File: src/rtl/seg7_pkg.sv
// Shared types, glyph codes and the name table for the seven-segment marquee.
// Glyph bit order is a..g from bit 0 upward, active-high.
package seg7_pkg;

    typedef enum logic [1:0] {
        SCROLL = 2'd0,
        HOLD   = 2'd1,
        STEP   = 2'd2,
        BLINK  = 2'd3
    } mode_e;

    localparam logic [6:0] SEG_BLANK = 7'h00;
    localparam logic [6:0] SEG_A     = 7'h77;
    localparam logic [6:0] SEG_B     = 7'h7C;  // lower-case b
    localparam logic [6:0] SEG_C     = 7'h39;
    localparam logic [6:0] SEG_D     = 7'h5E;  // lower-case d
    localparam logic [6:0] SEG_E     = 7'h79;
    localparam logic [6:0] SEG_F     = 7'h71;
    localparam logic [6:0] SEG_H     = 7'h76;
    localparam logic [6:0] SEG_I     = 7'h06;
    localparam logic [6:0] SEG_L     = 7'h38;
    localparam logic [6:0] SEG_N     = 7'h54;  // lower-case n
    localparam logic [6:0] SEG_O     = 7'h3F;
    localparam logic [6:0] SEG_P     = 7'h73;
    localparam logic [6:0] SEG_R     = 7'h50;  // lower-case r
    localparam logic [6:0] SEG_S     = 7'h6D;
    localparam logic [6:0] SEG_T     = 7'h78;  // lower-case t
    localparam logic [6:0] SEG_U     = 7'h3E;

    localparam int unsigned NAME_TABLE_SIZE = 8;
    localparam int unsigned NAME_MAX_LEN    = 8;

    localparam logic [6:0] NAME_GLYPHS [0:NAME_TABLE_SIZE-1][0:NAME_MAX_LEN-1] = '{
        '{SEG_H, SEG_E, SEG_L, SEG_L, SEG_O, SEG_BLANK, SEG_BLANK, SEG_BLANK},
        '{SEG_A, SEG_L, SEG_I, SEG_C, SEG_E, SEG_BLANK, SEG_BLANK, SEG_BLANK},
        '{SEG_B, SEG_O, SEG_B, SEG_BLANK, SEG_BLANK, SEG_BLANK, SEG_BLANK, SEG_BLANK},
        '{SEG_P, SEG_E, SEG_T, SEG_E, SEG_R, SEG_BLANK, SEG_BLANK, SEG_BLANK},
        '{SEG_C, SEG_A, SEG_T, SEG_BLANK, SEG_BLANK, SEG_BLANK, SEG_BLANK, SEG_BLANK},
        '{SEG_S, SEG_U, SEG_N, SEG_BLANK, SEG_BLANK, SEG_BLANK, SEG_BLANK, SEG_BLANK},
        '{SEG_F, SEG_R, SEG_E, SEG_D, SEG_BLANK, SEG_BLANK, SEG_BLANK, SEG_BLANK},
        '{SEG_H, SEG_I, SEG_BLANK, SEG_BLANK, SEG_BLANK, SEG_BLANK, SEG_BLANK, SEG_BLANK}
    };

    localparam logic [3:0] NAME_LEN [0:NAME_TABLE_SIZE-1] = '{
        4'd5, 4'd5, 4'd3, 4'd5, 4'd3, 4'd3, 4'd4, 4'd2
    };

endpackage

File: src/rtl/seg7_name_rom.sv
// Combinational name lookup: glyph at a character position and the index of
// the last character. Positions past the end of a name read as blank.
module seg7_name_rom
    import seg7_pkg::*;
#(
    parameter int unsigned NAME_W = 3,
    parameter int unsigned POS_W  = 5
) (
    input  logic [NAME_W-1:0] name,
    input  logic [POS_W-1:0]  position,
    output logic [6:0]        glyph,
    output logic [POS_W-1:0]  last
);

    logic [2:0]       idx;
    logic [2:0]       chr;
    logic [3:0]       len;
    logic [POS_W+3:0] pos_w;
    logic [POS_W+3:0] len_w;

    // Names beyond the table size alias onto it.
    assign idx   = 3'(name);
    assign chr   = 3'(position);
    assign len   = NAME_LEN[idx];
    assign pos_w = (POS_W + 4)'(position);
    assign len_w = (POS_W + 4)'(len);
    assign last  = POS_W'(len - 4'd1);

    always_comb begin
        glyph = SEG_BLANK;
        if (pos_w < len_w) begin
            glyph = NAME_GLYPHS[idx][chr];
        end
    end

endmodule

File: src/rtl/seg7_marquee.sv
// Seven-segment name scroller with programmable tick divider and run modes.
// Define SEG7_DP_LAST_EN to light dp on the last character of a name.
module seg7_marquee
    import seg7_pkg::*;
#(
    parameter int unsigned DIV_W      = 24,
    parameter int unsigned MAX_COUNT  = 10_000_000,
    parameter int unsigned TICK_SHIFT = 18,
    parameter int unsigned NAME_W     = 3,
    parameter int unsigned POS_W      = 5
) (
    input  logic              clk,
    input  logic              rst_n,
    input  logic              ena,
    input  logic [NAME_W-1:0] name,
    input  logic [5:0]        period_sel,
    input  logic [1:0]        mode,
    input  logic              step,
    output logic [6:0]        segments,
    output logic              dp,
    output logic [POS_W-1:0]  position,
    output logic              wrap,
    output logic [7:0]        tick_lsb
);

    mode_e             mode_cur;
    logic [DIV_W-1:0]  compare;
    logic [DIV_W-1:0]  sel_ext;

    logic [DIV_W-1:0]  cnt_q, cnt_d;
    logic [POS_W-1:0]  pos_q, pos_d;
    logic              phase_q, phase_d;
    logic              wrap_q, wrap_d;
    logic [6:0]        seg_q, seg_d;
    logic [NAME_W-1:0] prev_name_q;
    logic              step_s1_q, step_s2_q;

    logic              name_chg;
    logic              step_rise;
    logic              cnt_hit;
    logic              tick;
    logic              adv;
    logic              at_last;

    logic [6:0]        rom_glyph;
    logic [POS_W-1:0]  rom_last;

    assign mode_cur = mode_e'(mode);
    assign sel_ext  = DIV_W'(period_sel);
    assign compare  = (period_sel == '0) ? DIV_W'(MAX_COUNT) : (sel_ext << TICK_SHIFT);

    seg7_name_rom #(
        .NAME_W (NAME_W),
        .POS_W  (POS_W)
    ) u_rom (
        .name     (name),
        .position (pos_q),
        .glyph    (rom_glyph),
        .last     (rom_last)
    );

    assign name_chg  = (name != prev_name_q);
    // step is sampled once, then edge-detected against the sample before it.
    assign step_rise = step_s1_q & ~step_s2_q;
    assign cnt_hit   = (cnt_q >= compare);
    assign at_last   = (pos_q >= rom_last);

    always_comb begin
        tick = 1'b0;
        adv  = 1'b0;
        if (!name_chg) begin
            case (mode_cur)
                SCROLL: begin
                    tick = cnt_hit;
                    adv  = cnt_hit;
                end
                BLINK:   tick = cnt_hit;
                STEP:    adv  = step_rise;
                default: ;
            endcase
        end
    end

    always_comb begin
        cnt_d   = cnt_q;
        pos_d   = pos_q;
        phase_d = phase_q;
        wrap_d  = wrap_q;
        seg_d   = seg_q;
        if (ena) begin
            seg_d = phase_q ? SEG_BLANK : rom_glyph;
            if (name_chg) begin
                cnt_d   = '0;
                pos_d   = '0;
                phase_d = 1'b0;
                wrap_d  = 1'b0;
            end else begin
                wrap_d = adv & at_last;
                if (adv) begin
                    pos_d = at_last ? '0 : pos_q + 1'b1;
                end
                case (mode_cur)
                    HOLD:    cnt_d = cnt_q;
                    STEP:    cnt_d = '0;
                    default: cnt_d = tick ? '0 : cnt_q + 1'b1;
                endcase
                phase_d = (mode_cur == BLINK) ? (phase_q ^ tick) : 1'b0;
            end
        end
    end

    always_ff @(posedge clk or negedge rst_n) begin
        if (!rst_n) begin
            cnt_q   <= '0;
            pos_q   <= '0;
            phase_q <= 1'b0;
            wrap_q  <= 1'b0;
            seg_q   <= '0;
        end else begin
            cnt_q   <= cnt_d;
            pos_q   <= pos_d;
            phase_q <= phase_d;
            wrap_q  <= wrap_d;
            seg_q   <= seg_d;
        end
    end

    // Name and step history keep tracking the inputs even while disabled.
    always_ff @(posedge clk or negedge rst_n) begin
        if (!rst_n) begin
            prev_name_q <= '0;
            step_s1_q   <= 1'b0;
            step_s2_q   <= 1'b0;
        end else begin
            prev_name_q <= name;
            step_s1_q   <= step;
            step_s2_q   <= step_s1_q;
        end
    end

`ifdef SEG7_DP_LAST_EN
    logic dp_q, dp_d;

    always_comb begin
        dp_d = dp_q;
        if (ena) begin
            dp_d = (pos_q == rom_last) & ~phase_q;
        end
    end

    always_ff @(posedge clk or negedge rst_n) begin
        if (!rst_n) begin
            dp_q <= 1'b0;
        end else begin
            dp_q <= dp_d;
        end
    end

    assign dp = ena & dp_q;
`else
    assign dp = 1'b0;
`endif

    assign segments = ena ? seg_q : '0;
    assign position = pos_q;
    assign wrap     = wrap_q;
    assign tick_lsb = 8'(cnt_q);

endmodule

File: config.mk
export PLATFORM = sky130hd
export DESIGN_NAME = seg7_marquee
export DESIGN_NICKNAME = d
export VERILOG_FILES = /design/src/rtl/seg7_pkg.sv /design/src/rtl/seg7_name_rom.sv /design/src/rtl/seg7_marquee.sv
export SDC_FILE = /design/constraint.sdc
export NUM_CORES = 1
export LEC_CHECK = 0
export CAP_MARGIN = 20
export CELL_PAD_IN_SITES_DETAIL_PLACEMENT = 1
export CELL_PAD_IN_SITES_GLOBAL_PLACEMENT = 2
export CORE_MARGIN = 2
export CORE_UTILIZATION = 29
export CTS_BUF_LIST = sky130_fd_sc_hd__clkbuf_4
export CTS_CLUSTER_SIZE = 8
export DETAILED_ROUTE_END_ITERATION = 7
export PLACE_DENSITY_LB_ADDON = 0.1
export SYNTH_ARGS = -nofsm -noshare
export SYNTH_HDL_FRONTEND = slang
export SYNTH_HIERARCHICAL = 1
export SYNTH_SLANG_ARGS = --single-unit
export TNS_END_PERCENT = 10
File: constraint.sdc
create_clock -name clk -period 4 [get_ports clk]
set_clock_uncertainty 0.15 [all_clocks]
set_input_delay 1 -clock clk [delete_from_list [all_inputs] [get_ports clk]]
set_output_delay 1 -clock clk [all_outputs]
set_load 0.01 [all_outputs]
# ---- Word level (Yosys, flattened, before mapping)
# Memories as Yosys holds them, arrays and structs flattened.
# Index checks and enable logic that the tools add are counted.
dict set report classes {
  reduce_logical 6
  n_eq_ne 5
  muxes 24
  n_addsub 3
  order_cmp 5
  bitwise 6
}
# cell n
set ops {}
lappend ops {{56-bit two-way mux} 2}
lappend ops {{24-bit two-way mux} 3}
lappend ops {{24-bit one-hot mux with 2 select lines} 1}
lappend ops {{7-bit two-way mux} 5}
lappend ops {{24-bit by 1-bit adder with 24-bit output (second input constant)} 1}
lappend ops {{24-bit greater-or-equal comparator} 1}
lappend ops {{7-bit binary-select mux with 3-bit select} 1}
lappend ops {{5-bit two-way mux} 3}
lappend ops {{4-bit greater-or-equal comparator (second input constant)} 2}
lappend ops {{4-bit two-way mux} 2}
lappend ops {{3-bit NOT with 4-bit output} 2}
lappend ops {{6-bit zero test} 1}
lappend ops {{1-bit two-way mux} 6}
lappend ops {{5-bit by 1-bit adder with 5-bit output (second input constant)} 1}
lappend ops {{5-bit greater-or-equal comparator} 1}
lappend ops {{5-bit by 4-bit less-than comparator with 1-bit output} 1}
lappend ops {{4-bit by 1-bit subtractor with 5-bit output (second input constant)} 1}
lappend ops {{2-bit == test (second input constant)} 2}
lappend ops {{2-bit AND reduction} 2}
lappend ops {{3-bit != test} 1}
lappend ops {{1-bit AND} 2}
lappend ops {{2-bit by 1-bit == test with 1-bit output (second input constant)} 1}
lappend ops {{2-bit zero test} 1}
lappend ops {{2-bit != test (second input constant)} 1}
lappend ops {{other kinds (5)} 5}
dict set report totals {
  regBits 43
  word_cells 59
  mem_count 2
  rom_bits 480
}
# name words word_bits rd rd_ports_with_merged_regs write_ports line
set memory_table {}
lappend memory_table {{(name not given)} 8 56 1 0 0 seg7_name_rom.sv:32} ;# glyph = NAME_GLYPHS[idx][chr];
lappend memory_table {{(name not given)} 8 4 1 0 0 seg7_name_rom.sv:24} ;# assign len = NAME_LEN[idx];

# ---- Logic depth before layout (Yosys ltp)
# Gate-level depths: netlist of run 1.
dict set report logic_depth {
  depth_word 9
  depth_mapped 15
  depth_no_buf 14
}

# ---- By module
# Netlist of run 1, hierarchy kept.
# module cells_per_inst area_per_inst_um2 seq_area_each_um2 n_inst
set modules_own_cells {}
lappend modules_own_cells {seg7_marquee 298 2750.1 1076.0 1}
lappend modules_own_cells {seg7_name_rom 100 793.3 0.0 1}

# ---- Worst setup path after synthesis of run 1
# OpenSTA, ideal clock, no wires.
dict set report synth_timing {
  path_type {input to register}
  start {input period_sel[0]}
  end {register pos_q[0], in the netlist position[0]}
  t_arrival_ps 3834
  t_required_ps 3725
  path_stages 11
  setup_time_ps 125
  path_buffers 0
  slack_ps -109
  cell_sequence {or4_1 > nor3_1 > inv_1 > ha_1 > a21oi_1 > o211ai_1 > a221oi_2 > o211ai_4 > a32oi_4 > a21o_1 > mux2_2}
}
dict set report synth_via {
  elab_chain_len 7
}
# item line
set synth_lines {}
lappend synth_lines {{from (decl)} seg7_marquee.sv:16} ;# input logic [5:0] period_sel,
lappend synth_lines {{6-bit zero test} seg7_marquee.sv:50} ;# assign compare = (period_sel == '0) ? DIV_W'(MAX_COUNT) : (sel_ext << TICK_SHIFT);
lappend synth_lines {{24-bit two-way mux *} seg7_marquee.sv:50}
lappend synth_lines {{24-bit greater-or-equal comparator *} seg7_marquee.sv:65} ;# assign cnt_hit = (cnt_q >= compare);
lappend synth_lines {{1-bit one-hot mux with 2 select lines *} seg7_marquee.sv:72} ;# case (mode_cur)
lappend synth_lines {{1-bit two-way mux *} seg7_marquee.sv:71} ;# if (!name_chg) begin
lappend synth_lines {{2-bit nonzero test (no line) *} -}
lappend synth_lines {{2-bit AND reduction (no line) *} -}
lappend synth_lines {{to (signal assigned)} seg7_marquee.sv:121} ;# pos_q <= pos_d;
lappend synth_lines {{to (decl)} seg7_marquee.sv:31} ;# logic [POS_W-1:0] pos_q, pos_d;
# Every way passes the cells marked *; elsewhere a longest branch is shown, timed or not.
# A chain may end at the register's enable or synchronous reset.

# ---- Final worst setup path of run 1
dict set report layout_timing {
  start {input period_sel[5]}
  end {register pos_q[2], in the netlist position[2]}
}
# The elaborated chain is that of the path after synthesis.

==> summary.md, run 1 <==
| Metric | Value |
|---|---|
| Synth Area in Simple Gates | `21.6%` |
| Final net count | `505` |
| CP delay by family, top | `simple AND/OR/NAND/NOR gates` |
| Die area | `0.0131 sq mm` |
| Cells along the critical path | `dlygate4sd2_1, or4_4, nor3_4, buf_6, ha_1, nand2_1, o41ai_4, a221oi_2, o211ai_4, buf_12, a32oi_4, buf_6, or4_1, nand3_1` |
| Worst-Margin Slew | `624 ps` |
| Static Leak | `0.00201 uW` |
| Clock Path Buffers | `2` |
| Share of cells above drive strength 1 | `19.8%` |
| Site Rows | `40` |
| Worst path bufs/invs | `4` |
| Antenna Cells | `0` |
| Async SR Flop Fraction | `100%` |
| Post-DRT Antenna Nets | `0` |
| Drt first pass iters | `4` |
| Pin count of the biggest net entering global routing | `26` |
| Post-synth top area cell | `dfrtp_1` |
| MaxCap Viol Count | `0` |
| Wire length of the first global-routing pass | `17100 um` |
| Final worst-path cycle share | `98.2%` |
| Drt initial violations | `92` |
| Hold slack | `306 ps` |
| TritonCTS clock tree | `yes` |
| Cells after Synth | `398` |
| Class of the worst hold path | `flop to flop` |
| Die Ht | `115 um` |
| Post-synth EDFFs | `0` |
| Critical Setup Path Class | `input port to flop` |
| Starting Density | `29.6%` |
| CORE AREA | `0.0120 sq mm` |
| Worst-Skew Late Latency | `360 ps` |
| Power Total | `1010 uW` |
| Adder-Cell Fraction of Synth Area | `10.9%` |
| Post-synthesis mux area share | `2.72%` |
| Ranking of synthesized cells by area | `dfrtp_1 30%, ha_1 11%, nor2_1 3.8%` |
| CP most frequent cell | `buf_6` |
| Synth top area share | `30.4%` |
| Synth Warn # | `6` |
| Routed wire length | `10300 um` |
| Initial antenna violation count | `0` |
| Area Overhead vs Synth | `26.3%` |
| Port Buffers | `35` |
| Final core utilization | `37.4%` |
| Post-DP HPWL | `7650 um` |
| Maximum vdd ir drop | `122 uV` |
| Slowest CP cell | `or4_4` |
| Run status | `finished clean` |
| Grt ovf | `0` |
| Final critical-path required period | `3930 ps` |
| Via/cell ratio | `5.12` |
| Xor/xnor share of the synthesized area | `3.21%` |
| Unrepaired setup endpoints after global routing | `yes` |
| Ports | `37` |
| Vias in the first global route | `3238` |
| Syn_nets | `444` |
| Sequential fraction of the synthesis area | `30.4%` |
| Clk slew on worst S/H paths | `140 ps` |
| Crit. End Element | `flop` |
| # setup viols final | `0` |
| Final Slew Violations | `0` |
| CTS root buf | `clkbuf_4` |
| Drt drc | `0` |
| Met3 Wirelength | `248 um` |
| PD cells | `226 mW/mm^2` |
| H-Tree Depth | `2` |
| Routed via count | `3100` |
| Max layer used | `met4` |
| Slowest cell delay on critical path | `540 ps` |
| Post-synth cell types | `69` |
| Post-Syn Area | `0.00354 sq mm` |
| Die W | `115 um` |
| Arr. time, crit path | `4090 ps` |
| Complex-gate fraction of the synthesized area | `23.2%` |
| Post-Syn Area per Cell | `8.90 sq um` |
| Drt wl/cell | `17.1 um` |
| Met1 WL | `5520 um` |
| Slew margin rel. | `58.1%` |
| Met2 wire len | `4500 um` |
| Placed Instance Area | `0.00422 sq mm` |
| FF+latch count, synth | `43` |
| Worst Path Required | `4160 ps` |
| Largest family of logic cells by synthesized area | `compound AO/OA/AOI/OAI gates` |
| Tot GR Track Use | `16.2%` |
| Gpl congestion | `0.776` |
| Critical-path maximum fanout | `4` |
| CP Launch Type | `input port` |
| CTS buffer count | `5` |
| Final Hold Viols | `0` |
| Sinks on the clock net | `43` |
| Fin area | `0.00447 sq mm` |
| F_max | `0.254 GHz` |
| Top FF cell, synth | `dfrtp_1` |
[report_power, final]
group	switching, uW	internal, uW	leakage, uW
logic	134	124	0.00140
clock network	155	136	0.0000417
registers	9.56	450	0.000573
[synth_stat cells (2+ instances only)]
cell	number
clkbuf_1	7
buf_4	15
nor2_1	36
conb_1	2
xnor2_1	3
nor3_1	9
nor4_1	3
or3_1	2
o221ai_1	2
o21ai_0	15
nor4_2	2
a221o_1	2
nand2_1	34
mux2_2	3
a221oi_1	2
ha_1	31
a21boi_0	2
nor2b_1	4
o21bai_1	2
nand4_1	3
inv_1	27
nand3_1	20
xor2_1	10
mux2i_1	4
a211oi_1	9
buf_2	4
o211ai_1	4
or4_1	2
a21o_1	11
a2111o_1	2
a211oi_2	4
a21oi_1	10
a22o_1	15
and3_1	10
dfrtp_1	43
and2_1	9
nand2b_1	3
[cells in the final DEF, fill, tap and decap left out, types with 3 or more instances in the layout]
cell type	netlist	routed
a211oi_1	9	9
a211oi_2	4	3
a21o_1	11	11
a21oi_1	10	9
a22o_1	15	15
and2_1	9	9
and3_1	10	10
buf_4	15	40
buf_6	1	4
clkbuf_4	0	6
clkdlybuf4s50_1	0	30
dfrtp_1	43	43
dlygate4sd2_1	0	3
ha_1	31	27
ha_4	0	4
inv_1	27	26
mux2i_1	4	4
nand2_1	34	33
nand2b_1	3	3
nand3_1	20	20
nand4_1	3	3
nor2_1	36	36
nor2b_1	4	4
nor3_1	9	6
nor4_2	2	3
o211ai_1	4	4
o21ai_0	15	14
xnor2_1	3	3
xor2_1	10	10
[registers in the layout (all words and copies together), names as in the netlist]
signal,flops
wrap,1
cnt_q,24
step_s1_q,1
step_s2_q,1
phase_q,1
seg_q,7
prev_name_q,3
position,5
[layout make-up]
type	count	area, sq um
flip-flops and latches	43	1080
multi-input cells	300	2300
repair buffers	81	729
clock buffers	6	45.0
fillers	1368	7490
inverters	28	108
clock inverters	1	30.0
well taps	147	184
[cell families (layout without fill, tap and decap cells)]
logic type | count (synthesis) | after routing
xor gates and xnor gates | 13 | 13
other | 2 | 2
and+or+nand+nor | 146 | 146
muxes | 8 | 8
adders and majority gates | 31 | 31
buffers and inverters | 55 | 116
DFF | 43 | 43
AOI/OAI and AO/OA | 100 | 100
[per-layer routing]
| metal | vias to the layer above | GRT usage (%) |
|---|---|---|
| li1 | 1544 | - |
| met1 | 1515 | 24.8 |
| met2 | 34 | 24.0 |
| met3 | 7 | 2.59 |
| met4 | 0 | 3.09 |
| met5 | - | 0 |
[final timing paths]
check	from	end	cells after the start	slack, ps
worst min register to register	step_s1_q$_DFF_PN0_	step_s2_q$_DFF_PN0_	0	310
worst max register to register	cnt_q[7]$_DFFE_PN0P_	position[2]$_DFFE_PN0P_	11	1030
worst min-delay path	step_s1_q$_DFF_PN0_	step_s2_q$_DFF_PN0_	0	310
max in group asynchronous	rst_n	cnt_q[13]$_DFFE_PN0P_	2	2560
min in group asynchronous	rst_n	cnt_q[8]$_DFFE_PN0P_	1	430
worst max-delay path	period_sel[5]	position[2]$_DFFE_PN0P_	14	70
[what timing repair did]
action / in CTS / in global routing
endpoints found under the hold margin: 0 / 0
gates cloned: 0 / 0
setup endpoints to repair: 22 / 22
setup buffers: 4 / 2
pin swaps: 10 / 14
gates resized for setup: 10 / 16
hold buffers: 0 / 0
[through the flow]
| stage | TNS, ps | setup slack (ps) | std cells |
|---|---|---|---|
| after floorplan | 0 | 17.4 | 398 |
| after global placement | -9720 | -403 | 593 |
| after detailed placement | -12190 | -536 | 593 |
| after CTS | 0 | 53.8 | 604 |
| after global routing | -79.4 | -23.8 | 606 |
| final | 0 | 70.5 | 606 |
(Power assumes the default switching activity.)
==> run 2: changes to the inputs <==
- CORE_ASPECT_RATIO: not set -> 1.2
- CTS_CLUSTER_SIZE: 8 -> not set
- SYNTH_HIERARCHICAL: 1 -> not set
==> run 2 against run 1 <==
Non-clock buffer count fell by 6. Clock power fell by 21%. Sequential share of layout area rose by 1.8 points. First-iteration DRC count fell by 9.8%. Critical endpoint is now cnt_q[12]$_DFFE_PN0P_. Largest power group unchanged.
==> summary.md, run 2 <==
| Metric | Value |
|---|---|
| Run status | `finished clean` |
| Internal | `622 uW (-12%)` |
| Static Leak | `0.00180 uW (-10%)` |
| Synth top area share | `32.6% (+2.3 points)` |
| Post-Syn Area | `0.00330 sq mm (-6.9%)` |
| Sw frac | `29.5% (-0.15 points)` |
| Clk slew on worst S/H paths | `140 ps (about the same)` |
| Async SR Flop Fraction | `100% (unchanged)` |
| Port Buffers | `35 (unchanged)` |
| Tot GR Track Use | `16.4% (+0.18 points)` |
| Post-synth top area cell | `dfrtp_1` |
| Fillers | `1301 (-4.9%)` |
| Drt drc | `0 (unchanged)` |
| Crit. End Element | `flop` |
| Via/cell ratio | `5.15 (+0.71%)` |
| F_max | `0.255 GHz (+0.35%)` |
| Share of cells above drive strength 1 | `17.8% (-2.1 points)` |
| Sinks on the clock net | `43 (unchanged)` |
| Initial antenna violation count | `0 (unchanged)` |
| Worst-Skew Late Latency | `370 ps (about the same)` |
| Die Ht | `121 um (+5.5%)` |
| MaxCap Viol Count | `0 (unchanged)` |
| Reg2reg setup slack | `1150 ps (+120 ps)` |
| Grt ovf | `0 (unchanged)` |
| Power Total | `883 uW (-13%)` |
| Area of the multi-input gates | `0.00207 sq mm (-10%)` |
| Class of the worst hold path | `flop to flop` |
| Most common cell in the netlist | `dfrtp_1` |
| Logic pwr share | `22.4% (-3.2 points)` |
| Hold slack | `267 ps (-39.4 ps)` |
| Sequential fraction of the synthesis area | `32.6% (+2.3 points)` |
| Drt wl/cell | `17.0 um (-0.50%)` |
| Post-DP HPWL | `7170 um (-6.3%)` |
| FF+latch count, synth | `43 (unchanged)` |
| Top FF cell, synth | `dfrtp_1` |
| Drt initial violations | `83 (-9.8%)` |
| Routed via count | `2885 (-6.9%)` |
| Post-DRT Antenna Nets | `0 (unchanged)` |
| Worst Path Required | `4110 ps (-50 ps)` |
| # setup viols final | `0 (unchanged)` |
| # hold bufs at CTS | `0 (unchanged)` |
| Post-Place Worst Slack | `-573 ps (-37.5 ps)` |
| Final critical-path required period | `3920 ps (-13.7 ps)` |
| H-Tree Depth | `2 (unchanged)` |
| Clock Path Buffers | `2 (unchanged)` |
| Syn_nets | `418 (-5.9%)` |
| Number of flip-flops in the largest register | `24 (unchanged)` |
| Sequential cell area | `0.00108 sq mm (unchanged)` |
| Routed wire length | `9510 um (-8.1%)` |
| Ranking of synthesized cells by area | `dfrtp_1 33%, ha_1 13%, inv_1 3.5%` |
| PD cells | `212 mW/mm^2 (-6.0%)` |
| Arr. time, crit path | `4030 ps (-60 ps)` |
| Most frequent cells after synthesis | `43 x dfrtp_1, 34 x ha_1, 31 x inv_1, 28 x nor2_1, 26 x nand2_1` |
| Final net count | `476 (-5.7%)` |
| Commonest non-fill, non-tap cells in the layout | `43 x dfrtp_1, 36 x buf_4, 33 x ha_1` |
| Drt first pass iters | `4 (unchanged)` |
| TritonCTS clock tree | `yes` |
| Biggest register | `cnt_q` |
| Fin cells | `560 (-7.6%)` |
| Final Slew Violations | `0 (unchanged)` |
| Post-synth cell types | `60 (-13%)` |
| Final Hold Viols | `0 (unchanged)` |
| Pin count of the biggest net entering global routing | `34 (+31%)` |
| Clock share of power | `26.2% (-2.7 points)` |
| CP Launch Type | `input port` |
| Antenna Cells | `0 (unchanged)` |
| CORE AREA | `0.0110 sq mm (-7.7%)` |
| Die W | `101 um (-12%)` |
| Starting Density | `29.9% (+0.26 points)` |
| Area Overhead vs Synth | `26.2% (about the same)` |
| Post-Syn Area per Cell | `8.94 sq um (+0.39%)` |
| Wire length of the first global-routing pass | `15800 um (-7.5%)` |
| Dpl cells | `545 (-8.1%)` |
| Ports | `37 (unchanged)` |
| Slew margin rel. | `47.4% (-11 points)` |
| CTS buffer count | `5 (unchanged)` |
| Gpl congestion | `0.744 (-4.2%)` |
| NetSw | `260 uW (-13%)` |
| Critical Setup Path Class | `input port to flop` |
| Cells after Synth | `369 (-7.3%)` |
| Final worst-path cycle share | `97.9% (-0.34 points)` |
| Sum Neg Setup Slack | `0 ps (unchanged)` |
| Worst-Margin Slew | `789 ps (+165 ps)` |
| CTS root buf | `clkbuf_4` |
| Die area | `0.0122 sq mm (-6.7%)` |
| PnR worst setup slack | `84.1 ps (+13.7 ps)` |
| Commonest non-fill, non-tap cell in the layout | `dfrtp_1` |
| Site Rows | `42 (+5.0%)` |
| Vias in the first global route | `3018 (-6.8%)` |
| Sequential power share | `51.4% (+5.8 points)` |
| Post-synth EDFFs | `0 (unchanged)` |
| Maximum vdd ir drop | `116 uV (-5.5%)` |
| Synth Warn # | `0 (-6)` |
| Critical-path maximum fanout | `6 (+2)` |
## run 2: cell count changes in the layout (fill, tap and decap cells not counted), moves of 7 or more
cell     previous run  this run
a21o_1             11         0
nor2_1             36        27
nand4_1             3        10
and3_1             10         2
a22o_1             15         3
nand2_1            33        26
## run 2: repair_timing
item,in CTS,in global routing
resized for setup,11,12
setup buffers,2,3
gates cloned,0,2
pin swaps,6,8
endpoints found under the setup margin,30,26
## run 2: per-layer routing
layer	vias up	wire [um]	part of all wire (%)	GRT usage, %
li1	1432	-	-	-
met1	1410	4190	44	20.6
met2	36	5030	53	29.5
met3	7	177	1.9	1.73
met4	0	108	1.1	4.05
met5	-	0	0	0
## run 2: metrics by stage
stage	cell area [sq um]	utilization, %
6_report	4160	37.7
5_1_grt	4160	37.7
4_1_cts	4040	36.6
3_5_place_dp	3940	35.7
3_3_place_gp	3940	35.7
2_1_floorplan	3300	-
## run 2: area by class of cell
class / count / share of cell area, %
multi-input cells: 271 / 49.6
flip-flops and latches: 43 / 25.9
clock buffers: 7 / 1.26
clock inverters: 1 / 0.120
inverters: 31 / 2.80
repair buffers: 75 / 16.4
well taps: 132 / 3.97
## run 2: cells by family after synthesis
kind of cell / after synthesis / share of synthesized area [%]
other cells: 1 / 0.114
xor+xnor: 15 / 3.98
compound gates: 85 / 19.1
simple gates: 131 / 21.4
buf+inv: 55 / 7.89
fa+ha+maj: 34 / 12.9
mux: 5 / 1.97
flops: 43 / 32.6
## run 2: worst paths after layout
path | start | to | cells past startpoint
hold / removal | step_s1_q$_DFF_PN0_ | step_s2_q$_DFF_PN0_ | 0
min in group asynchronous | rst_n | cnt_q[5]$_DFFE_PN0P_ | 1
max in group asynchronous | rst_n | position[1]$_DFFE_PN0P_ | 2
setup reg to reg | position[0]$_DFFE_PN0P_ | position[2]$_DFFE_PN0P_ | 7
hold reg to reg | step_s1_q$_DFF_PN0_ | step_s2_q$_DFF_PN0_ | 0
setup / recovery | period_sel[5] | cnt_q[12]$_DFFE_PN0P_ | 14
## run 2: critical path: stages
cell and delay (ps):
dlygate4sd2_1 250, or4_4 490, nor3_4 160, buf_6 120, nor2_1 30, ha_1 280
or4bb_4 470, nor4_4 290, buf_4 170, a2111oi_4 60, a22o_4 290, buf_12 150
a31oi_1 160, o31ai_1 100
## run 2: power groups by stage
stage          Clock [uW]  Combinational, uW  Sequential (uW)
3_5_place_dp            0                189              462
5_1_grt               263                222              456
6_report              231                198              454
2_1_floorplan           0                100              460
4_1_cts               249                191              454
3_3_place_gp            0                188              462
==> run 3: changes to the inputs <==
- CAP_MARGIN: 20 -> not set
==> results of run 3 <==
The final DEF is identical to that of run 2; final timing and power are the same.
